<file path="src/rtl/mul_if.sv">
// Handshake and data bundle for the sequential 32x32 unsigned multiplier.
// The requester drives start/a/b; the multiplier returns busy/done/product.
interface mul_if;
    logic        start;
    logic [31:0] a;
    logic [31:0] b;
    logic        busy;
    logic        done;
    logic [63:0] product;

    modport master (
        output start,
        output a,
        output b,
        input  busy,
        input  done,
        input  product
    );

    modport slave (
        input  start,
        input  a,
        input  b,
        output busy,
        output done,
        output product
    );
endinterface

</file>
<file path="src/rtl/mul_block.sv">
// Radix-2 shift-add unsigned multiplier: 32 steps per operation, with
// back-to-back starts accepted from DONE and a registered 64-bit product.
module mul_block (
    input  logic  clk,
    input  logic  rst,
    mul_if.slave  bus
);

    typedef enum logic [1:0] {
        IDLE = 2'd0,
        RUN  = 2'd1,
        DONE = 2'd2
    } state_t;

    state_t      state_r;
    logic [31:0] mcand_r;
    logic [31:0] mplier_r;
    logic [31:0] acc_hi_r;
    logic [4:0]  count_r;
    logic        busy_r;
    logic        done_r;
    logic [63:0] product_r;

    logic [32:0] sum_s;
    logic [31:0] acc_next_s;
    logic [31:0] mplier_next_s;

    // One shift-add step; the 65-bit right shift of {sum, mplier} keeps the carry in acc_hi[31]
    always_comb begin
        sum_s = {1'b0, acc_hi_r};
        if (mplier_r[0]) begin
            sum_s = {1'b0, acc_hi_r} + {1'b0, mcand_r};
        end else begin
            sum_s = {1'b0, acc_hi_r};
        end
        {acc_next_s, mplier_next_s} = {sum_s, mplier_r[31:1]};
    end

    // Control FSM and datapath registers; outputs are registered alongside the state
    always_ff @(posedge clk) begin
        if (rst) begin
            state_r   <= IDLE;
            mcand_r   <= 32'd0;
            mplier_r  <= 32'd0;
            acc_hi_r  <= 32'd0;
            count_r   <= 5'd0;
            busy_r    <= 1'b0;
            done_r    <= 1'b0;
            product_r <= 64'd0;
        end else begin
            case (state_r)
                IDLE: begin
                    done_r <= 1'b0;
                    if (bus.start) begin
                        mcand_r  <= bus.a;
                        mplier_r <= bus.b;
                        acc_hi_r <= 32'd0;
                        count_r  <= 5'd0;
                        busy_r   <= 1'b1;
                        state_r  <= RUN;
                    end else begin
                        busy_r  <= 1'b0;
                        state_r <= IDLE;
                    end
                end
                RUN: begin
                    acc_hi_r <= acc_next_s;
                    mplier_r <= mplier_next_s;
                    count_r  <= count_r + 5'd1;
                    if (count_r == 5'd31) begin
                        product_r <= {acc_next_s, mplier_next_s};
                        busy_r    <= 1'b0;
                        done_r    <= 1'b1;
                        state_r   <= DONE;
                    end else begin
                        busy_r  <= 1'b1;
                        done_r  <= 1'b0;
                        state_r <= RUN;
                    end
                end
                DONE: begin
                    done_r <= 1'b0;
                    if (bus.start) begin
                        mcand_r  <= bus.a;
                        mplier_r <= bus.b;
                        acc_hi_r <= 32'd0;
                        count_r  <= 5'd0;
                        busy_r   <= 1'b1;
                        state_r  <= RUN;
                    end else begin
                        busy_r  <= 1'b0;
                        state_r <= IDLE;
                    end
                end
                default: begin
                    busy_r  <= 1'b0;
                    done_r  <= 1'b0;
                    state_r <= IDLE;
                end
            endcase
        end
    end

    assign bus.busy    = busy_r;
    assign bus.done    = done_r;
    assign bus.product = product_r;

endmodule

</file>
<file path="src/flat_wrapper.sv">
// flat-port wrapper written by rule: the top's interface ports become plain ports
module mul_block_flat 
  (clk, rst, bus_start, bus_a, bus_b, bus_busy, bus_done, bus_product);
  mul_if bus_i ();
  input  logic clk;
  input  logic rst;
  input wire logic [$bits(bus_i.start)-1:0] bus_start;
  input wire logic [$bits(bus_i.a)-1:0] bus_a;
  input wire logic [$bits(bus_i.b)-1:0] bus_b;
  output wire logic [$bits(bus_i.busy)-1:0] bus_busy;
  output wire logic [$bits(bus_i.done)-1:0] bus_done;
  output wire logic [$bits(bus_i.product)-1:0] bus_product;
  assign bus_i.start = bus_start;
  assign bus_i.a = bus_a;
  assign bus_i.b = bus_b;
  assign bus_busy = bus_i.busy;
  assign bus_done = bus_i.done;
  assign bus_product = bus_i.product;
  mul_block u_core (.clk(clk), .rst(rst), .bus(bus_i));
endmodule
</file>
<file path="config.mk">
export PLATFORM = sky130hd
export DESIGN_NAME = mul_block_flat
export DESIGN_NICKNAME = d
export VERILOG_FILES = /design/src/rtl/mul_if.sv /design/src/rtl/mul_block.sv /design/src/flat_wrapper.sv
export SDC_FILE = /design/constraint.sdc
export NUM_CORES = 1
export LEC_CHECK = 0
export CAP_MARGIN = 40
export CORE_MARGIN = 4
export CORE_UTILIZATION = 54
export DETAILED_ROUTE_END_ITERATION = 7
export HOLD_SLACK_MARGIN = 0.08
export PLACE_DENSITY = 0.8
export SYNTH_ARGS = -nofsm -noshare
export SYNTH_HDL_FRONTEND = slang
export SYNTH_SLANG_ARGS = --single-unit
</file>
<file path="constraint.sdc">
create_clock -name clk -period 3.4 [get_ports clk]
set_input_delay 0.68 -clock clk [delete_from_list [all_inputs] [get_ports clk]]
set_output_delay 0.68 -clock clk [all_outputs]
set_load 0.005 [all_outputs]
</file>
### After elaboration in Yosys (flattened, before gate mapping)

Index checks and enable logic that the tools add are counted.

| storage, ports and cells | value |
|---|---|
| memory bits (writable) | 0 |
| bits in registers | 169 |
| memory bits (read-only) | 0 |
| memories kept | 0 |
| output and inout bits | 66 |
| bits of input ports | 67 |
| latch bits | 0 |
| logic and storage cells | 36 |

| operators by class | value |
|---|---|
| mux-type cells | 14 |
| magnitude comparators | 0 |
| bitwise logic cells | 1 |
| reduce and logical (&&, ||, !) cells | 7 |
| shift-type cells | 0 |
| $mul | 0 |
| $add $sub $neg | 2 |
| div/mod/pow operators | 0 |
| equal/unequal tests | 4 |

Operators by type and width:

| kind | count |
|---|---|
| 32-bit case mux with 2 select lines | 2 |
| 32-bit two-way mux | 2 |
| 32-bit by 32-bit adder with 33-bit output | 1 |
| 33-bit two-way mux | 1 |
| 5-bit case mux with 2 select lines | 1 |
| 2-bit AND reduction | 3 |
| 5-bit by 1-bit adder with 5-bit output (second input constant) | 1 |
| 5-bit == test (second input constant) | 1 |
| 5-bit two-way mux | 1 |
| 1-bit two-way mux | 4 |
| 2-bit case mux with 2 select lines | 1 |
| 2-bit OR reduction | 2 |
| 2-bit by 1-bit == test with 1-bit output (second input constant) | 1 |
| 2-bit == test (second input constant) | 1 |
| 2-bit zero test | 1 |
| 2-bit two-way mux | 1 |
| 2-bit by 1-bit inequality test with 1-bit output (second input constant) | 1 |
| 1-bit case mux with 2 select lines | 1 |
| 2-bit nonzero test | 1 |
| 1-bit inverter | 1 |

### Logic depth before layout (Yosys ltp)

Gate-level depths: netlist of the first run.

| depth | value |
|---|---|
| depth after elaboration | 4 |
| depth in mapped cells | 10 |
| gate-level depth less buffers | 10 |

### Least setup slack after synthesis of the first run

Ideal clock, no wire load.

| timing path | value |
|---|---|
| kind | reg-to-reg |
| from | reg u_core.acc_hi_r[0] |
| to | reg u_core.product_r[55], in the netlist u_core.bus.product[55] |
| cell stages (with the launch flop) | 11 |
| period minus slack after synthesis | 2.657 ns |
| buffers on the path | 0 |
| library setup time | 0.115 ns |
| slack | 0.743 ns |
| required time | 3.285 ns |
| arrival | 2.542 ns |
| cells stage by stage | dfxtp_1 -> ha_1 -> fa_1 -> a211oi_1 -> o21ai_0 -> o21a_1 -> nor2_1 -> o21ai_1 -> a221o_1 -> xnor2_1 -> a2111oi_0 |

| between the ends | value |
|---|---|
| longest elaborated chain between the ends | 2 |

Ends and longest elaborated chain:

| what | RTL line | RTL |
|---|---|---|
| start: declaration | mul_block.sv:18 | `logic [31:0] acc_hi_r;` |
| start signal: assignment | mul_block.sv:67 | `acc_hi_r <= acc_next_s;` |
| 32-bit by 32-bit adder with 33-bit output | mul_block.sv:32 | `sum_s = {1'b0, acc_hi_r} + {1'b0, mcand_r};` |
| 33-bit two-way mux | mul_block.sv:31 | `if (mplier_r[0]) begin` |
| end signal: assignment | mul_block.sv:71 | `product_r <= {acc_next_s, mplier_next_s};` |
| end: declaration | mul_block.sv:22 | `logic [63:0] product_r;` |

No other way between the ends.
A chain may end at the register's enable or synchronous reset.

### Final worst setup path of the first run

| timing path | value |
|---|---|
| from | reg u_core.acc_hi_r[0] |
| to | reg u_core.product_r[59], in the netlist u_core.bus.product[59] |

The elaborated chain is that of the path after synthesis.

==> impl_results.md, run 1 <==
- Post-route core utilization: 69.6%
- Critical path class: reg2reg
- Wire length per cell: 17.0 µm
- Pwr dens: 451 nW/µm²
- Ys async rst share: 0%
- Register area share after synthesis: 40.8%
- Synth Instances: 1002
- DRC viols: 0
- CTS-repair resized insts: 0
- Half-perimeter wire length after placement: 14.7 mm
- Via count: 7603
- Clock Sink Count: 168
- DIE AREA: 17300 µm²
- CTS H-Tree Depth: 4
- CP max FO: 3
- Top_reg_cell synth: dfxtp_1
- Share of cells above drive strength 1: 6.06%
- # Post-CTS Setup Buffers: 0
- Final worst slack: 291 ps
- Post-CTS Hold Buffers: 0
- DRT iter0 DRCs: 643
- Status: finished, final reports clean
- I/O pin total: 133
- Fin crit share: 91.4%
- Clock Tree Buf Depth: 2
- Distinct cells, synth: 56
- TritonRoute pass-1 iters: 5
- Routed wire length: 21.9 mm
- Synthesis-stage register bit count: 168
- Fillers: 1199
- Inst Count DP: 1258
- GRT overflow: 0
- Final Hold Vio Count: 0
- Crit-path slowest cell: fa_1
- Cell Count, Final, Fillers Out: 1290
- Maximum vdd drop: 0.000373 V
- CTS Buf Count: 17
- Largest stage delay, worst path: 430 ps
- CP required: 3700 ps
- Row count: 44
- Cell Area, Synth: 8240 µm²
- Arrival time at the worst endpoint: 3410 ps
- Power, Total: 4.64 mW
- Root Buffer: clkbuf_16
- Final slew viol count: 0
- Crit end category: flop
- Final Cell Area: 10300 µm²
- Die width: 132 µm
- Hold/Removal Path Class: reg2reg
- Crit-path cells: ha_1 > fa_1 > a211oi_1 > o21ai_0 > o21a_1 > o21ai_1 > a31oi_1 > a31oi_1 > xor2_1 > a2111oi_0
- RSZ-0062 raised after global routing: no
- PortBufs: 132
- WHS Path Cells: 2
- Initial antenna violation count: 0
- Max-cap violations: 0
- Vias per inst: 5.89
- Mean post-synth cell area: 8.22 µm²
- Setup-failing EPs final: 0
- Most frequent CP cell: a31oi_1
- Layout Nets: 1195
- Setup WS pre-CTS: 337 ps
- Mapped Nets: 1104
- Final min period: 3110 ps
- Diodes inserted: 0
- Clock transition at the registers of the reported paths: 70 ps
- Pin count of the biggest net entering global routing: 154
- Worst-case clock skew: 9.41 ps
- Area after detailed placement: 9660 µm²
- Synth Warn #: 0
- CTS tree: yes
- Fmax achieved: 0.322 GHz
- Type of origin of the critical path: flop
- Vias in the first global route: 7324
- Clk_lat worst skew: 430 ps
- Layout area overhead: 24.7%
- Hold_ws: 452 ps
- Post-route antenna net violation count: 0
- Initial Util: 55.8%
- Setup TNS: 0 ps
- Total Routing Usage GR: 24.9%
- Core area: 14800 µm²
- Gp weighted congestion: 0.968
- Worst-Margin Slew: 696 ps
- Pleak: 3.99 nW
- EDFF count, synth: 0
- Die Y: 132 µm
- Number of cells on the worst reg-to-reg path: 10
- Rel. slew slack: 53.6%
- First-pass GRT wire length: 36.2 mm
[logic make-up after synthesis]
logic type | synth area share, %
AOI/OAI and AO/OA | 23.1
xor gates and xnor gates | 2.87
muxes | 6.58
DFF | 40.8
adders and majority gates | 5.41
buffers and inverters | 3.81
and+or+nand+nor | 17.4
[cell usage after synthesis, drive strengths merged, types with 14 or more instances]
library cell / number / area (µm²)
a211oi: 37 / 278
o21ai: 37 / 185
nand2: 181 / 679
nor2: 88 / 330
xor2: 15 / 131
a21o: 21 / 158
dfxtp: 168 / 3360
mux2i: 44 / 440
a22oi: 18 / 135
a31oi: 14 / 87.6
ha: 34 / 425
clkbuf: 63 / 236
a21oi: 125 / 626
[flip-flops by register name, indices dropped and copies added, names as in the netlist]
signal / cells
u_core.bus.done: 1
u_core.mplier_r: 32
u_core.state_r: 2
u_core.acc_hi_r: 32
u_core.count_r: 5
u_core.mcand_r: 32
u_core.bus.product: 64
[critical path: cells and delay by family (launching register included)]
family | cells | cell delay [ps]
AO/OA/AOI/OAI | 7 | 1900
adder cells (fa/ha/maj) | 2 | 650
flip-flops | 1 | 330
XOR/XNOR | 1 | 110
[cells in the final DEF (no fill, tap or decap), types with 8 or more instances in the layout]
| master | count |
|---|---|
| o21ai_0 | 35 |
| a21oi_1 | 125 |
| nand2_1 | 179 |
| a22oi_1 | 18 |
| clkdlybuf4s50_1 | 131 |
| xnor2_1 | 12 |
| ha_1 | 34 |
| clkbuf_16 | 17 |
| dfxtp_1 | 167 |
| nor3_1 | 8 |
| a211oi_1 | 37 |
| nor2_1 | 87 |
| a21o_1 | 21 |
| xor2_1 | 15 |
| a222oi_1 | 10 |
| buf_4 | 13 |
| mux2_2 | 9 |
| a31oi_1 | 14 |
| mux2i_1 | 44 |
[routing by layer]
layer | global-route usage, % | vias to the layer above | routed length, µm
met5 | 0 | - | 0
met4 | 8.52 | 0 | 408
met3 | 5.39 | 34 | 1240
met2 | 40.3 | 212 | 10200
met1 | 33.1 | 3596 | 10100
li1 | - | 3761 | -
[final timing paths]
path / from / end / slack [ps]
worst max-delay path: u_core.acc_hi_r[0]$_SDFFE_PP0P_ / u_core.bus.product[59]$_SDFFE_PP0P_ / 290
worst min register to register: u_core.bus.product[1]$_SDFFE_PP0P_ / u_core.bus.product[1]$_SDFFE_PP0P_ / 450
worst max register to register: u_core.acc_hi_r[0]$_SDFFE_PP0P_ / u_core.bus.product[59]$_SDFFE_PP0P_ / 290
worst min-delay path: u_core.bus.product[1]$_SDFFE_PP0P_ / u_core.bus.product[1]$_SDFFE_PP0P_ / 450
[power by group]
| group | switching [mW] | internal, mW |
|---|---|---|
| clock network | 0.852 | 1.14 |
| registers | 0.0622 | 2.04 |
| logic | 0.307 | 0.230 |
| total | 1.22 | 3.42 |
[layout make-up]
| cell class | instances | area [µm²] | area share [%] |
|---|---|---|---|
| inverters | 7 | 26.3 | 0.256 |
| well taps | 184 | 230 | 2.24 |
| clock buffers | 19 | 453 | 4.41 |
| multi-input cells | 752 | 4570 | 44.5 |
| clock inverters | 13 | 156 | 1.52 |
| repair buffers | 147 | 1470 | 14.3 |
| flip-flops and latches | 168 | 3360 | 32.8 |
Note: power is estimated with default switching activity, not from simulation.
==> run 2, diff against run 1 <==
--- a/config.mk
+++ b/config.mk
@@ -11,6 +11,7 @@
 export DETAILED_ROUTE_END_ITERATION = 7
 export HOLD_SLACK_MARGIN = 0.08
 export PLACE_DENSITY = 0.8
+export SLEW_MARGIN = 40
 export SYNTH_ARGS = -nofsm -noshare
 export SYNTH_HDL_FRONTEND = slang
 export SYNTH_SLANG_ARGS = --single-unit
==> impl_results.md, run 2 (synthesized netlist as in run 1, its figures left out) <==
- Commonest non-fill, non-tap cell in the layout: nand2_1
- Post-CTS Hold Buffers: 0 (unchanged)
- Max-cap violations: 0 (unchanged)
- Most frequent cells in the layout: nand2_1, dfxtp_1, clkdlybuf4s50_1
- Status: finished, final reports clean
- Clock transition at the registers of the reported paths: 70 ps (about the same)
- CP required: 3700 ps (about the same)
- Critical Path Sink: u_core.bus.product[59]$_SDFFE_PP0P_
- RSZ-0062 raised after global routing: no
- CP max FO: 3 (unchanged)
- Setup-failing EPs final: 0 (unchanged)
- # Post-CTS Setup Buffers: 0 (unchanged)
- Crit end category: flop
- DRC viols: 0 (unchanged)
- Root Buffer: clkbuf_16
- Row count: 44 (unchanged)
- Worst-case clock skew: 10.9 ps (+1.52 ps)
- Core area: 14800 µm² (unchanged)
- Total Routing Usage GR: 24.8% (-0.15 points)
- Final min period: 3100 ps (-4.77 ps)
- PortBufs: 132 (unchanged)
- DRT iter0 DRCs: 589 (-8.4%)
- CP startpoint: u_core.acc_hi_r[0]$_SDFFE_PP0P_
- First-pass GRT wire length: 35.9 mm (-0.65%)
- Setup WS pre-CTS: 333 ps (-4.36 ps)
- DIE AREA: 17300 µm² (unchanged)
- CTS Buf Count: 17 (unchanged)
- Reg2reg start: u_core.acc_hi_r[0]$_SDFFE_PP0P_
- Worst-Margin Slew: 711 ps (+15.7 ps)
- Via count: 7593 (-0.13%)
- Critical path class: reg2reg
- Final Hold Vio Count: 0 (unchanged)
- Hold_ws: 452 ps (+0.391 ps)
- Cell Count, Final, Fillers Out: 1289 (-0.078%)
- Wire length per cell: 16.8 µm (-1.1%)
- Pin count of the biggest net entering global routing: 154 (unchanged)
- Max FFs per register: 64 (unchanged)
- Layout area overhead: 24.2%
- Clk_lat worst skew: 430 ps (about the same)
- Maximum vdd drop: 0.000362 V (-3.0%)
- Half-perimeter wire length after placement: 14.6 mm (-0.57%)
- Vias in the first global route: 7259 (-0.89%)
- Fmax achieved: 0.322 GHz (+0.15%)
- Fin crit share: 91.3% (-0.14 points)
- Die width: 132 µm (unchanged)
- Routed wire length: 21.7 mm (-1.1%)
- Number of cells on the worst reg-to-reg path: 10 (unchanged)
- Clock Sink Count: 168 (unchanged)
- Post-route antenna net violation count: 0 (unchanged)
- Setup TNS: 0 ps (unchanged)
- Layout Nets: 1194 (-0.084%)
- Initial Util: 55.8% (unchanged)
- R2R Setup Slk: 300 ps (about the same)
- Gp weighted congestion: 0.968 (unchanged)
- CTS tree: yes
- Inst Count DP: 1257 (-0.079%)
- Pwr dens: 450 nW/µm² (-0.39%)
- Type of origin of the critical path: flop
- GRT overflow: 0 (unchanged)
- TritonRoute pass-1 iters: 8 (+3)
- Final worst slack: 296 ps (+4.77 ps)
- Clock Tree Buf Depth: 2 (unchanged)
- Arrival time at the worst endpoint: 3410 ps (about the same)
- CTS-repair resized insts: 0 (unchanged)
- Pleak: 3.98 nW (-0.37%)
- Rel. slew slack: 52.6% (-1.0 points)
- Reg-to-Reg End: u_core.bus.product[59]$_SDFFE_PP0P_
- CTS H-Tree Depth: 4 (unchanged)
- Share of cells above drive strength 1: 5.88% (-0.18 points)
- Hold/Removal Path Class: reg2reg
- Die Y: 132 µm (unchanged)
- Initial antenna violation count: 0 (unchanged)
- Diodes inserted: 0 (unchanged)
- Vias per inst: 5.89 (about the same)
- I/O pin total: 133 (unchanged)
- Final slew viol count: 0 (unchanged)
run 2: cell types whose count changed in the layout (fill, tap and decap cells not counted):
| cell | delta |
|---|---|
| inv_6 | +1 |
| inv_8 | +1 |
| clkinv_2 | +2 |
| clkinv_4 | -3 |
| clkbuf_1 | +1 |
| and2_4 | +1 |
| clkbuf_8 | -2 |
| buf_12 | -1 |
| and2_2 | -1 |
run 2: routing by layer:
layer / track usage (%) / up-vias / part of all wire, %
met5: 0 / - / 0
met4: 7.58 / 0 / 1.4
met3: 5.43 / 29 / 5.6
met1: 33.1 / 3583 / 46
met2: 40.2 / 223 / 47
li1: - / 3758 / -
run 2: through the flow:
step	utilization, %	power (mW)	area, µm²
global placement	65.4	2.66	9640
CTS	69.4	4.61	10200
finish	69.4	4.60	10200
global route	69.4	4.76	10200
floorplan	-	2.49	8240
detailed placement	65.4	2.68	9640
run 2: critical path, stage by stage, from the launching register on:
cell and delay [ps]:
dfxtp_1 330, ha_1 220, fa_1 420, a211oi_1 220
o21ai_0 230, o21a_1 270, o21ai_1 300, a31oi_1 180
a31oi_1 320, xor2_1 110, a2111oi_0 380
run 2: worst min-delay path by stage:
stage / from / end / slack, ps / depth (start not counted)
floorplan: u_core.mcand_r[0]$_SDFFE_PP0P_ / u_core.mcand_r[0]$_SDFFE_PP0P_ / 440 / 2
global placement: u_core.bus.product[0]$_SDFFE_PP0P_ / u_core.bus.product[0]$_SDFFE_PP0P_ / 440 / 2
detailed placement: u_core.bus.product[20]$_SDFFE_PP0P_ / u_core.bus.product[20]$_SDFFE_PP0P_ / 450 / 2
CTS: u_core.bus.product[20]$_SDFFE_PP0P_ / u_core.bus.product[20]$_SDFFE_PP0P_ / 460 / 2
global route: u_core.bus.product[13]$_SDFFE_PP0P_ / u_core.bus.product[13]$_SDFFE_PP0P_ / 470 / 2
finish: u_core.bus.product[1]$_SDFFE_PP0P_ / u_core.bus.product[1]$_SDFFE_PP0P_ / 450 / 2
run 2: cell type report:
cell class,count,area [µm²]
Clock inverter,14,160
Timing Repair Buffer,146,1450
Tap cell,184,230
Fill cell,1208,4520
Sequential cell,168,3360
Clock buffer,18,429
Inverter,7,26.3
Multi-Input combinational cell,752,4570
run 2: power by group:
group          switching (mW)  leakage, nW  internal (mW)
combinational           0.303         2.32          0.230
sequential             0.0616         1.37           2.04
clock                   0.860        0.286           1.10
total                    1.22         3.98           3.38
==> run 3, diff against run 2 <==
--- a/config.mk
+++ b/config.mk
@@ -9,6 +9,7 @@
 export CORE_MARGIN = 4
 export CORE_UTILIZATION = 54
 export DETAILED_ROUTE_END_ITERATION = 7
+export GPL_ROUTABILITY_DRIVEN = 0
 export HOLD_SLACK_MARGIN = 0.08
 export PLACE_DENSITY = 0.8
 export SLEW_MARGIN = 40
==> impl_results.md, run 3 (synthesized netlist as in run 1, its figures left out) <==
- DRC viols: 0 (unchanged)
- Internal power: 3.33 mW (-1.4%)
- Final Hold Vio Count: 0 (unchanged)
- Cell Count, Final, Fillers Out: 1291 (+0.16%)
- CTS tree: yes
- Fin crit share: 89.2% (-2.1 points)
- Register share of total power: 46.6% (+0.8 points)
- RSZ-0062 raised after global routing: no
- Most frequent CP cell: a31oi_1
- Row count: 44 (unchanged)
- First-pass GRT wire length: 35.8 mm (-0.44%)
- Reg-to-Reg End: u_core.bus.product[59]$_SDFFE_PP0P_
- GRT overflow: 0 (unchanged)
- I/O pin total: 133 (unchanged)
- Multi-input gate area: 4570 µm² (unchanged)
- DRT iter0 DRCs: 639 (+8.5%)
- CP max FO: 3 (unchanged)
- Rel. slew slack: 52.8% (+0.18 points)
- Root Buffer: clkbuf_16
- Arrival time at the worst endpoint: 3350 ps (-60 ps)
- Worst-Margin Slew: 709 ps (-2.72 ps)
- Routed wire length: 21.7 mm (about the same)
- CP top delay family: compound AO/OA/AOI/OAI gates
- Wire length per cell: 16.8 µm (-0.13%)
- Clock Sink Count: 168 (unchanged)
- Hold/Removal Path Class: reg2reg
- Final slew viol count: 0 (unchanged)
- Vias in the first global route: 7265 (+0.083%)
- Die width: 132 µm (unchanged)
- Crit path buffers/inverters: 0 (unchanged)
- Final min period: 3030 ps (-70.1 ps)
- DIE AREA: 17300 µm² (unchanged)
- R2R Setup Slk: 370 ps (+70 ps)
- Final worst slack: 366 ps (+70.1 ps)
- Vias per inst: 5.90 (+0.16%)
- Switching portion of total power: 26.3% (-0.29 points)
- CP startpoint: u_core.acc_hi_r[0]$_SDFFE_PP0P_
- Power, Total: 4.52 mW (-1.8%)
- Pwr dens: 442 nW/µm² (-1.7%)
- Hold_ws: 451 ps (-1.46 ps)
- Most frequent cells in the layout: nand2_1, dfxtp_1, clkdlybuf4s50_1
- Via count: 7617 (+0.32%)
- Crit-path slowest cell: fa_1
- CTS H-Tree Depth: 4 (unchanged)
- Final Cell Area: 10200 µm² (-0.12%)
- Initial antenna violation count: 0 (unchanged)
- Share of cells above drive strength 1: 6.05% (+0.17 points)
- PortBufs: 132 (unchanged)
- Crit end category: flop
- Clk pwr share: 41.5% (-1.2 points)
- Inst Count DP: 1259 (+0.16%)
- Post-CTS Hold Buffers: 0 (unchanged)
- Type of origin of the critical path: flop
- Die Y: 132 µm (unchanged)
- CTS Buf Count: 17 (unchanged)
- Post-route antenna net violation count: 0 (unchanged)
- Layout Nets: 1196 (+0.17%)
- Critical path class: reg2reg
- Crit path depth: 10 (unchanged)
- Layout area overhead: 24.1%
- Clock transition at the registers of the reported paths: 60 ps (about the same)
- Setup-failing EPs final: 0 (unchanged)
- Setup TNS: 0 ps (unchanged)
- Crit-path cells: ha_1 > fa_1 > a211oi_1 > o21ai_0 > o21a_1 > o21ai_1 > a31oi_1 > a31oi_1 > xor2_1 > a2111oi_0
- Max FFs per register: 64 (unchanged)
- Critical Path Sink: u_core.bus.product[59]$_SDFFE_PP0P_
- Diodes inserted: 0 (unchanged)
- CTS-repair resized insts: 0 (unchanged)
- Post-route core utilization: 69.3% (-0.085 points)
- Pin count of the biggest net entering global routing: 154 (unchanged)
- Fmax achieved: 0.330 GHz (+2.3%)
- Max-cap violations: 0 (unchanged)
- Total Routing Usage GR: 24.6% (-0.21 points)
- Combinational power share: 11.9% (+0.3 points)
- CP required: 3710 ps (about the same)
- Half-perimeter wire length after placement: 14.6 mm (about the same)
- Initial Util: 55.8% (unchanged)
- Number of cells on the worst reg-to-reg path: 10 (unchanged)
- Sequential cell area: 3360 µm² (unchanged)
- Maximum vdd drop: 0.000470 V (+30%)
- Setup WS pre-CTS: 425 ps (+92.7 ps)
- Core area: 14800 µm² (unchanged)
- Area after detailed placement: 9650 µm² (about the same)
- # Post-CTS Setup Buffers: 0 (unchanged)
- TritonRoute pass-1 iters: 5 (-3)
- Reg2reg start: u_core.acc_hi_r[0]$_SDFFE_PP0P_
- Commonest non-fill, non-tap cell in the layout: nand2_1
- Fillers: 1240 (+2.6%)
- Sw Pwr: 1.19 mW (-2.9%)
- Worst-case clock skew: 11.4 ps (+0.439 ps)
- Clock Tree Buf Depth: 2 (unchanged)
- Largest stage delay, worst path: 430 ps (about the same)
- Pleak: 3.97 nW (-0.16%)
- Status: finished, final reports clean
- Clk_lat worst skew: 440 ps (about the same)
run 3: cell count changes in the layout (fill, tap and decap cells not counted), sizes merged:
cell / change
buf: +2
bufinv: -1
clkbuf: +2
clkinv: +3
clkinvlp: +1
inv: -5
run 3: metal layers:
layer	GRT usage (%)	wire, µm	share of wire (%)
met5	0	0	0
met4	7.99	367	1.7
met3	5.16	1440	6.6
met2	40.7	10200	47
met1	32.1	9680	45
run 3: how the worst min path moves through the flow:
stage | startpoint | end | slack (ps) | cells past startpoint
after CTS | u_core.bus.product[1]$_SDFFE_PP0P_ | u_core.bus.product[1]$_SDFFE_PP0P_ | 450 | 2
after floorplan | u_core.mcand_r[0]$_SDFFE_PP0P_ | u_core.mcand_r[0]$_SDFFE_PP0P_ | 440 | 2
after global placement | u_core.bus.product[1]$_SDFFE_PP0P_ | u_core.bus.product[1]$_SDFFE_PP0P_ | 440 | 2
after detailed placement | u_core.bus.product[1]$_SDFFE_PP0P_ | u_core.bus.product[1]$_SDFFE_PP0P_ | 450 | 2
final | u_core.bus.product[1]$_SDFFE_PP0P_ | u_core.bus.product[1]$_SDFFE_PP0P_ | 450 | 2
after global routing | u_core.bus.product[11]$_SDFFE_PP0P_ | u_core.bus.product[11]$_SDFFE_PP0P_ | 470 | 2
run 3: area by class of cell:
cell class | count | area share [%]
well taps | 184 | 2.25
multi-input cells | 752 | 44.8
flip-flops and latches | 168 | 32.9
clock buffers | 20 | 4.47
repair buffers | 148 | 14.2
clock inverters | 12 | 1.15
inverters | 7 | 0.257
run 3: power by group through the flow:
stage / sequential (mW) / clock, mW / combinational (mW)
2_1_floorplan: 2.13 / 0 / 0.358
6_report: 2.10 / 1.88 / 0.538
4_1_cts: 2.10 / 1.90 / 0.535
3_5_place_dp: 2.15 / 0 / 0.531
3_3_place_gp: 2.14 / 0 / 0.523
5_1_grt: 2.11 / 1.98 / 0.593
run 3: tightest hold or removal path: cells and delay by family, from the launching register on:
family | cells | cell delay [ps]
simple gates | 1 | 50
flops | 1 | 310
compound gates | 1 | 50
==> RTL edit 1, RTL diff (settings of run 3) <==
Re-encode `state_t` (3 states) as one-hot, 3 bits wide.
--- a/src/rtl/mul_block.sv
+++ b/src/rtl/mul_block.sv
@@ -6,10 +6,10 @@
     mul_if.slave  bus
 );
 
-    typedef enum logic [1:0] {
-        IDLE = 2'd0,
-        RUN  = 2'd1,
-        DONE = 2'd2
+    typedef enum logic [2:0] {
+        IDLE = 3'b001,
+        RUN  = 3'b010,
+        DONE = 3'b100
     } state_t;
 
     state_t      state_r;
Check against the original RTL: no difference found for any inputs over 10 cycles, from zero or initial values and one cycle with rst high; not proved beyond that.
==> RTL edit 1 against run 3 <==
  * Count of clock-buffer cells in the layout grew 1
  * Cell area shrank 1.1%
  * Sequential cell count grew 1
  * Worst setup slack gained 0.29 ns
  * First-iteration DRC count shrank 3.4%
  * Clock power grew 5%
  * Routed wire length shrank 4.3%
  * Synthesized cell count grew 0.80%
  * Fmax grew 11%
  * Total power shrank 1.2%
  * Critical path depth is the same
  * Sequential share of layout area grew 0.55 points
  * Area after synthesis shrank 1.5%
  * Global-route usage shrank 0.11 points
==> RTL edit 1: results <==
set metrics [dict create \
    drtIter0Drc 617 \
    placed_cells 1269 \
    fin_crit_ns 2.74 \
    syn_inst 1010 \
    slowest_stage "fa_1" \
    viasPerCell 5.82 \
    grt.total_usage_pct 24.4 \
    drive_gt1_share_pct 6.36 \
    synth_common_cells "nand2_1 (210), dfxtp_1 (169), a21oi_1 (145), nor2_1 (86), clkbuf_1 (48)" \
    grt_pass1_wl_um 34000 \
    largest_reg_flops 64 \
    wl_met2_um 9790 \
    h-tree-depth 4 \
    slowest_delay_ns 0.45 \
    layout.nets 1206 \
    rrSetupSlack_ns 0.66 \
    p_leak_nw 3.66 \
    synth_cell_types 58 \
    worstHoldStart "u_core.bus.product[0]" \
    dp_slack_ns 0.666 \
    ir_worst_vdd_mv 0.433 \
    yosysSeqAreaShare_pct 41.7 \
    synth_nets 1112 \
    synth_flop_cell "dfxtp_1" \
    critPathMaxFanout 4 \
    dp_hpwl_um 14200 \
    synthTopCellsByArea "dfxtp_1 (42%), nand2_1 (9.7%), a21oi_1 (8.9%)" \
    worstPathArrival_ns 3.07 \
    wl_met3_um 1370 \
    outcome "finished, final reports clean" \
    antennaDiodeCount 0 \
    clock_latency_ns 0.42 \
    skew_ns 0.0111 \
    met1_length_um 9190 \
    nFillCells 1183 \
    placed_area_um2 9500 \
    first_global_vias 7139 \
    hold_buffers 0 \
    grt_max_degree 69 \
    routed_wl_um 20700 \
    cts_buffers 17 \
    wire_per_inst_um 15.9 \
    max-slew-margin-rel_pct 51.1 \
    cp-endpoint "u_core.bus.product[57]" \
]
==> RTL edit 1: changes by cell type in the layout (fill, tap and decap cells not counted), sizes merged, moves of 4 or more <==
cell	change
xnor2	+8
xor2	-5
a21oi	+22
a21o	-11
a222oi	-10
and4	-4
o21ai	+6
mux2i	-21
mux2	-5
nand2	+32
a22oi	+13
nor2b	-6
==> RTL edit 1: routing by layer <==
metal	GRT usage [%]	vias up
li1	-	3747
met1	32.3	3535
met2	40.3	258
met3	5.45	30
met4	7.02	0
met5	0	-
==> RTL edit 1: logic make-up (layout without fill, tap and decap cells) <==
logic type	count (synthesis)	in the layout	synth area share [%]
and+or+nand+nor	355	355	18.1
AOI/OAI and AO/OA	315	315	24.2
DFF	169	169	41.7
buffers and inverters	79	186	3.87
adders and majority gates	35	35	5.49
xor gates and xnor gates	30	30	3.24
muxes	27	27	3.44
==> RTL edit 1: how the worst min path moves through the flow <==
stage	endpoint	slack, ns	depth (start not counted)
finish	u_core.bus.product[0]	0.45	2
global route	u_core.bus.product[22]	0.47	2
CTS	u_core.bus.product[3]	0.46	2
detailed placement	u_core.bus.product[3]	0.45	2
global placement	u_core.bus.product[15]	0.44	2
floorplan	u_core.mcand_r[0]	0.44	2
==> RTL edit 1: report_power, final <==
group | internal (mW) | switching, mW | total [mW]
registers | 2.04 | 0.0411 | 2.08
logic | 0.178 | 0.235 | 0.413
clock network | 1.20 | 0.779 | 1.97
==> RTL edit 1: layout make-up <==
class	instances	area, µm²	area share (%)
clock buffers	21	460	4.56
repair buffers	146	1440	14.2
well taps	184	230	2.28
multi-input cells	762	4420	43.8
flip-flops and latches	169	3380	33.5
inverters	8	30.0	0.297
clock inverters	11	145	1.44
==> RTL edit 2, RTL diff (flow settings as in run 3) <==
Without the edit above. Reset style: asynchronous (`rst`), changed in one clocked block.
--- a/src/rtl/mul_block.sv
+++ b/src/rtl/mul_block.sv
@@ -37,7 +37,7 @@
     end
 
     // Control FSM and datapath registers; outputs are registered alongside the state
-    always_ff @(posedge clk) begin
+    always_ff @(posedge clk or posedge rst) begin
         if (rst) begin
             state_r   <= IDLE;
             mcand_r   <= 32'd0;
Behaviour: differs if rst is asserted again (counterexample within 4 cycles, from zero or initial values and one cycle with rst high); with rst held inactive, the same outputs for 10 cycles.
==> RTL edit 2 against run 3 <==
  * Worst setup slack lost 0.025 ns
  * Area after synthesis is 6.9% higher
  * Count of clock-buffer cells in the layout decreased by 3
  * Largest cell class unchanged
  * Sequential cell count unchanged
  * Critical path depth unchanged
  * Routed wire length up 3.7%
  * Cell area increased by 7.9%
  * Die area up 6.5%
  * Sequential share of layout area is 5.2 points higher
Power is not compared: it rests on default switching activity, and its combinational part moved more than twofold at a synthesized area within 25%.
==> RTL edit 2: results <==
set metrics [dict create \
    outcome "finished, final reports clean" \
    critPathMaxFanout 4 \
    synth-async-reset-ratio_pct 100 \
    first_global_vias 7403 \
    layout.nets 1195 \
    placed_cells 1290 \
    dp_slack_ns 0.410 \
    synth_common_cells "nand2_1 (297), dfrtp_1 (168), o21ai_0 (104), mux2i_1 (52), clkbuf_1 (49)" \
    reg2reg_to "u_core.bus.product[59]" \
    worstHoldStart "u_core.bus.product[10]" \
    grt.total_usage_pct 24.9 \
    multi_input_comb_cells 747 \
    rrSetupSlack_ns 0.34 \
    wl_met2_um 10700 \
    viasPerCell 5.65 \
    drtIter0Drc 618 \
    postLayoutCellArea_um2 11000 \
    vias 7475 \
    skew_ns 0.00903 \
    tap_cells 216 \
    multi_input_area_share_pct 39.5 \
    whs_ns 0.473 \
    nFillCells 1255 \
    drive_gt1_share_pct 6.51 \
    met1_length_um 10200 \
    dp_hpwl_um 15800 \
    sh_seq_area_pct 38.2 \
    synth_flop_cell "dfrtp_1" \
    worst_slew_pin_slew_ns 0.802 \
    synth_xor_area_share_pct 2.09 \
]
RTL edit 2: changes by cell type after synthesis, sizes merged, moves of 18 or more:
| cell | run 3 | this run |
|---|---|---|
| nor2 | 88 | 28 |
| dfrtp | 0 | 168 |
| o21ai | 37 | 106 |
| nand2 | 181 | 297 |
| a21oi | 125 | 47 |
| a211oi | 37 | 4 |
| dfxtp | 168 | 0 |
| a22oi | 18 | 0 |
RTL edit 2: worst max-delay path by stage:
stage	from	to	cells past startpoint
final	u_core.acc_hi_r[0]	u_core.bus.product[59]	10
after global routing	u_core.acc_hi_r[0]	u_core.bus.product[59]	10
after CTS	u_core.acc_hi_r[0]	u_core.bus.product[59]	10
after detailed placement	u_core.acc_hi_r[0]	u_core.bus.product[59]	10
after global placement	u_core.acc_hi_r[0]	u_core.acc_hi_r[19]	10
after floorplan	rst	u_core.acc_hi_r[0]	1
RTL edit 2: report_power, final:
part           switching [mW]  total [mW]  internal, mW
clock network           0.844        2.24          1.40
registers               0.705        3.65          2.94
logic                    3.28        5.92          2.65
